[src/rtl/fetch_unit.sv]
// Instruction fetch stage: sequential PC, combinational imem lookup and a
// 2-entry {pc, instr} buffer toward decode, with redirect and misalign flag.
module fetch_unit #(
  parameter logic [31:0] RESET_PC = 32'h0000_0000
) (
  input  logic        clk,
  input  logic        rst,
  output logic [31:0] imem_addr,
  input  logic [31:0] imem_instr,
  input  logic        redirect_valid,
  input  logic [31:0] redirect_pc,
  output logic        out_valid,
  input  logic        out_ready,
  output logic [31:0] out_instr,
  output logic [31:0] out_pc,
  output logic        misalign_err,
  output logic [1:0]  dbg_state
);

  localparam logic [1:0] EMPTY = 2'd0;
  localparam logic [1:0] ONE   = 2'd1;
  localparam logic [1:0] FULL  = 2'd2;

  // Handshake: decode takes the head when out_valid && out_ready on a rising
  // edge; out_valid never depends on out_ready, and a redirect masks it.

  logic [31:0] pc_q, pc_d;
  logic [1:0]  count_q, count_d;
  logic        head_q, head_d;
  logic        misalign_q, misalign_d;
  logic [31:0] pc_mem_q    [2];
  logic [31:0] instr_mem_q [2];

  logic push, pop, tail;

  assign out_valid = (count_q != EMPTY) && !redirect_valid;
  assign pop       = out_valid && out_ready;
  assign push      = !redirect_valid && ((count_q != FULL) || pop);
  // With two slots the tail sits one past the head only when exactly one is used.
  assign tail      = head_q ^ (count_q == ONE);

  assign imem_addr    = pc_q;
  assign out_pc       = out_valid ? pc_mem_q[head_q]    : 32'h0;
  assign out_instr    = out_valid ? instr_mem_q[head_q] : 32'h0;
  assign misalign_err = misalign_q;
  assign dbg_state    = count_q;

  always_comb begin
    pc_d       = pc_q;
    count_d    = count_q;
    head_d     = head_q;
    misalign_d = misalign_q;
    if (redirect_valid) begin
      pc_d       = {redirect_pc[31:2], 2'b00};
      count_d    = EMPTY;
      head_d     = 1'b0;
      misalign_d = misalign_q | (redirect_pc[1:0] != 2'b00);
    end else begin
      if (push) pc_d = pc_q + 32'd4;
      if (pop)  head_d = ~head_q;
      case (count_q)
        EMPTY:   if (push) count_d = ONE;
        ONE: begin
          if (push && !pop)      count_d = FULL;
          else if (pop && !push) count_d = EMPTY;
        end
        FULL:    if (pop && !push) count_d = ONE;
        default: count_d = EMPTY;
      endcase
    end
  end

  always_ff @(posedge clk) begin
    if (rst) begin
      pc_q       <= RESET_PC;
      count_q    <= EMPTY;
      head_q     <= 1'b0;
      misalign_q <= 1'b0;
    end else begin
      pc_q       <= pc_d;
      count_q    <= count_d;
      head_q     <= head_d;
      misalign_q <= misalign_d;
    end
  end

  // Payload storage needs no reset; count gates its visibility.
  always_ff @(posedge clk) begin
    if (!rst && push) begin
      pc_mem_q[tail]    <= pc_q;
      instr_mem_q[tail] <= imem_instr;
    end
  end

endmodule

[config.mk]
export PLATFORM = sky130hd
export DESIGN_NAME = fetch_unit
export DESIGN_NICKNAME = d
export VERILOG_FILES = /design/src/rtl/fetch_unit.sv
export SDC_FILE = /design/constraint.sdc
export NUM_CORES = 1
export LEC_CHECK = 0
export CORE_ASPECT_RATIO = 1.1
export CORE_MARGIN = 4
export CORE_UTILIZATION = 53
export DETAILED_ROUTE_END_ITERATION = 16
export GPL_TIMING_DRIVEN = 1
export PLACE_DENSITY_LB_ADDON = 0.12
export SYNTH_ARGS = -nofsm -noshare
export SYNTH_HDL_FRONTEND = slang
export SYNTH_SLANG_ARGS = --single-unit
export TNS_END_PERCENT = 100
[constraint.sdc]
create_clock -name clk -period 9 [get_ports clk]
set_input_delay 1.8 -clock clk [delete_from_list [all_inputs] [get_ports clk]]
set_output_delay 1.8 -clock clk [all_outputs]
set_load 0.005 [all_outputs]
== Word level (Yosys, flattened, before mapping) ==
Memory sizes are Yosys's and may differ from the RTL's. A register that Yosys moved wholly into a read port is not among the register bits.
Cells that the tools add are included.
Storage, ports and cells
  memories kept: 2
  bits in registers: 36
  bits in writable memories: 128
  input port bits: 68
Memories
  instr_mem_q: words 2, width 32, rd ports 1, clocked after memory_dff 1, wr ports 1, RTL line 32  | logic [31:0] instr_mem_q [2];
  pc_mem_q: words 2, width 32, rd ports 1, clocked after memory_dff 1, wr ports 1, RTL line 31  | logic [31:0] pc_mem_q [2];
Cells by class
  eq/ne operators: 6
  bitwise operators: 3
  reduce and logical (&&, ||, !) cells: 17
  mux-type cells: 15
  add/subtract/negate cells: 1
Operators with widths (number)
  $mux 32: 4
  $add 32x3->32 const B: 1
  $mux 2: 4
  $logic_and 1x1->1: 6
  $mux 1: 6
  $ne 2x2->1 const B: 3
  $pmux 2 s3: 1
  $reduce_bool 2->1: 3
  $logic_not 1->1: 4
  $ne 3x1->1 const B: 1
  $reduce_and 3->1: 1
  $eq 2x1->1 const B: 1
  $eq 2x2->1 const B: 1
  $logic_not 2->1: 1
  $reduce_or 2->1: 1
  $logic_or 1x1->1: 1
  $not 1->1: 1
  $or 1x1->1: 1
  $xor 1x1->1: 1

== Logic depth before layout (Yosys ltp) ==
  depth after elaboration: 10
  depth in mapped cells: 7
  mapped depth without buffers: 6

== Worst setup path before layout ==
No wires, ideal clock.
  path kind: input to register
  start: input port redirect_valid
  end: memory instr_mem_q[1][0] (enable)
  setup time: 0.482 ns
  path slack: 3.409 ns
  stages on the path: 4
  arrival time: 5.109 ns
  cells stage by stage: or2_2 or2_2 clkbuf_1 nor2_1
Between the ends
  cells in the longest elaborated chain, start to end: 8
RTL lines
  start, declared: RTL line 10  | input logic redirect_valid,
  $logic_not 1->1 *: RTL line 36, 38
  $logic_and 1x1->1: RTL line 36  | assign out_valid = (count_q != EMPTY) && !redirect_valid;
  $logic_and 1x1->1: RTL line 37  | assign pop = out_valid && out_ready;
  $logic_or 1x1->1: RTL line 38  | assign push = !redirect_valid && ((count_q != FULL) || pop);
  $logic_and 1x1->1 *: RTL line 38
  $logic_and 1x1->1 *: RTL line 89  | if (!rst && push) begin
  $mux 1 *: RTL line 89
  $mux 1 (implied by the code) *: RTL line 91  | instr_mem_q[tail] <= imem_instr;
  end, declared: RTL line 32
Mark *: on every way between the ends. The rest lies on a longest branch, timed or not.

== Final worst setup path ==
  start: input port redirect_valid
  end: output port out_pc[21]
Between the ends
  cells in the longest elaborated chain, start to end: 3
RTL lines
  $logic_not 1->1: RTL line 36
  $logic_and 1x1->1: RTL line 36
  $mux 32: RTL line 43  | assign out_pc = out_valid ? pc_mem_q[head_q] : 32'h0;
  end, declared: RTL line 15  | output logic [31:0] out_pc,
Every way passes these cells.

==> impl_metrics.env <==
export IMPL_synthFlopType="edfxtp_1"
export IMPL_drtIter0Drc=431
export IMPL_drv_cap=0
export IMPL_clock_latency_ns=0.42
export IMPL_dieArea_mm2=0.0147
export IMPL_initial_core_util_pct=54.1
export IMPL_clk_path_buf_depth=2
export IMPL_ys_types=52
export IMPL_io_buffers=163
export IMPL_grt_setup_unrepaired="no"
export IMPL_vias_per_cell=5.74
export IMPL_async_flop_share_pct=0
export IMPL_synth_top_cell_by_area="edfxtp_1"
export IMPL_cts_tree="built"
export IMPL_hold_violations=0
export IMPL_synth_edf_count=124
export IMPL_fin_tns_setup_ns=0
export IMPL_multiInputGateArea_mm2=0.00220
export IMPL_synth_cell_area_mm2=0.00681
export IMPL_cts_clk_slew_worst_paths_ns=0.07
export IMPL_grt_pass1_wl_um=24800
export IMPL_drt_wl_total_um=15800
export IMPL_syn_area_per_cell_um2=12.9
export IMPL_drive_gt1_share_pct=6.45
export IMPL_num_fill_cells=897
export IMPL_cts_sinks=159
export IMPL_finClkSkew_ns=0.0103
export IMPL_grt_pass1_vias=4840
export IMPL_yosysSeqAreaShare_pct=65.0
export IMPL_cp_slowest_cell="clkinv_1"
export IMPL_hold_path_depth=2
export IMPL_post_cts_buffers=0
export IMPL_place_area_mm2=0.00857
export IMPL_route_detailed_drc=0
export IMPL_outcome="finished clean"
export IMPL_worstPathRequired_ns=7.20
export IMPL_area_growth_pct=34.3
export IMPL_grt_usage_pct=21.7
export IMPL_fp_dieH_um=127
export IMPL_fin_area_mm2=0.00914
export IMPL_total_leakage_power_nw=2.91
export IMPL_min_period_over_period_pct=75.0
export IMPL_synth_compound_area_share_pct=8.55
export IMPL_timing_rr_start="dbg_state[1]"
export IMPL_worstMarginPinSlew_ns=1.06
export IMPL_finalWorstSetupSlack_ns=2.25
export IMPL_hpwlAfterDp_um=10200
export IMPL_power_density_mw_per_mm2=184
export IMPL_yosys_top_cells_area="edfxtp_1 55%, dfxtp_1 10%, mux2i_1 9.1%, nor2_1 4.6%, o211ai_1 1.8%"
export IMPL_detailedPlace_worstSlack_ns=2.33
export IMPL_htree_num_levels=4
export IMPL_grt_overflow_total=0
export IMPL_fp_coreArea_mm2=0.0126
export IMPL_yosys_warnings=0
export IMPL_worstRegToRegCells=4
export IMPL_seqCellArea_mm2=0.00443
export IMPL_place_gp_congestion=0.859
export IMPL_synth_cells=528
export IMPL_synth_mux_area_fraction_pct=9.12
export IMPL_wl_per_cell_um=18.5
export IMPL_ys_ff_latch=159
export IMPL_antennaDiodeCount=0
export IMPL_synth_top_cell_area_share_pct=54.7
export IMPL_crit_arrival_ns=4.95
export IMPL_critPathCaptureType="output port"
export IMPL_grt_max_degree=63
export IMPL_numCtsBuffers=17
export IMPL_synth_top_family_by_area="simple AND/OR/NAND/NOR gates"
export IMPL_synth_fa_ha_area_share_pct=0.184
export IMPL_path_max_fanout=62
export IMPL_relSlewSlack_pct=29.1
export IMPL_nNetsFinal=754
export IMPL_slowest_delay_ns=0.83
export IMPL_ff2ff_setup_slack_ns=6.46
export IMPL_critPathKind="input pin to output port"
export IMPL_root_buffer="clkbuf_16"
export IMPL_vias=4908
export IMPL_timing_fmax_mhz=148
export IMPL_worstHoldPathType="flop to flop"
export IMPL_fin_crit_ns=6.75
export IMPL_hp_start="misalign_err"
export IMPL_worstReg2RegEnd="pc_mem_q[0][14]"
export IMPL_min_to="misalign_err"
export IMPL_holdBufCountCts=0
export IMPL_crit_start="redirect_valid"
export IMPL_synth_simple_area_share_pct=12.9
export IMPL_critical_path_cell_chain="clkdlybuf4s50_1, buf_4, clkinv_1, o21ai_4, buf_4, nor2_1, clkdlybuf4s50_1"
export IMPL_antenna_found_initial=0
export IMPL_row_count=43
export IMPL_synth_xor_area_share_pct=1.16
export IMPL_setup_viol=0
export IMPL_dieWidth_um=116
export IMPL_ant_nets=0
export IMPL_start_kind="input pin"
export IMPL_drv_slew=0
export IMPL_vdd_drop_max_mv=0.120
export IMPL_ioPinCount=168
export IMPL_cts_resized_gates=0
export IMPL_first_pass_iters=7
## registers in the layout, indices dropped and copies added (netlist names), named ones only
register      count
misalign_err      1
pc_mem_q         60
instr_mem_q      64
head_q            1
imem_addr        30
dbg_state         2
## per-stage QoR
stage                     total power, mW  util (%)  std cells  hold WS [ns]
after detailed placement             1.01      68.1        823         0.453
final                                1.68      72.6        855         0.463
after floorplan                     0.918         -        531         0.442
after CTS                            1.69      72.6        855         0.468
after global routing                 1.74      72.6        855         0.482
after global placement               1.00      68.1        823         0.440
## cell usage after synthesis, types with 4 or more instances
| cell type | n |
|---|---|
| nor4_1 | 6 |
| buf_4 | 4 |
| clkbuf_1 | 28 |
| a2111oi_0 | 5 |
| a21oi_1 | 8 |
| a22oi_1 | 6 |
| dfxtp_1 | 35 |
| xor2_1 | 5 |
| mux2i_1 | 62 |
| and4_1 | 4 |
| nor2_1 | 83 |
| nand2_1 | 12 |
| nor2b_1 | 4 |
| or4_1 | 12 |
| nor3_1 | 5 |
| inv_1 | 16 |
| a211oi_1 | 9 |
| nand3_1 | 9 |
| or3_1 | 4 |
| o211ai_1 | 16 |
| o21ai_0 | 8 |
| edfxtp_1 | 124 |
| a311oi_1 | 8 |
| nand4_1 | 7 |
| xnor2_1 | 4 |
## where the power goes
| part | total (mW) | internal, mW | leakage [nW] | switching (mW) |
|---|---|---|---|---|
| combinational | 0.140 | 0.0778 | 1.20 | 0.0622 |
| sequential | 0.853 | 0.825 | 1.45 | 0.0278 |
| clock | 0.690 | 0.410 | 0.267 | 0.280 |
| total | 1.68 | 1.31 | 2.91 | 0.370 |
## metal layers
| layer | vias up | routed length (µm) | global-route usage [%] |
|---|---|---|---|
| li1 | 2326 | - | - |
| met3 | 31 | 1150 | 5.92 |
| met4 | 0 | 306 | 7.65 |
| met1 | 2326 | 6600 | 28.1 |
| met5 | - | 0 | 0 |
| met2 | 225 | 7780 | 35.1 |
## how the worst max path moves through the flow
| stage | end | slack [ns] |
|---|---|---|
| detailed placement | out_pc[21] | 2.33 |
| global route | out_instr[22] | 2.03 |
| floorplan | instr_mem_q[1][0] | 3.41 |
| CTS | out_instr[22] | 2.30 |
| finish | out_pc[21] | 2.25 |
| global placement | out_pc[21] | 2.39 |
## layout make-up
cell class / count / share of cell area [%]
multi-input cells: 321 / 24.1
inverters: 17 / 0.698
clock inverters: 12 / 1.46
flip-flops and latches: 159 / 48.4
repair buffers: 169 / 18.3
clock buffers: 20 / 4.78
well taps: 157 / 2.15
## placed cells by master, fill, tap and decap left out, types with 12 or more instances in the layout
cell type	instances
edfxtp_1	124
mux2i_1	62
inv_1	16
nand2_1	12
dfxtp_1	34
o211ai_1	16
nor2_1	82
or4_1	12
clkdlybuf4s50_1	163
clkbuf_16	17
## critical path: cells and delay by family
| family | cells | cell delay [ns] |
|---|---|---|
| AOI/OAI and AO/OA | 1 | 0.28 |
| and+or+nand+nor | 1 | 0.17 |
| buffers and inverters | 5 | 2.67 |
## cells by family after synthesis
logic type	count (synthesis)
flops	159
simple gates	168
compound gates	77
buf+inv	51
mux	62
other cells	1
xor+xnor	9
fa+ha+maj	1
Power figures use the tool's default switching activity.
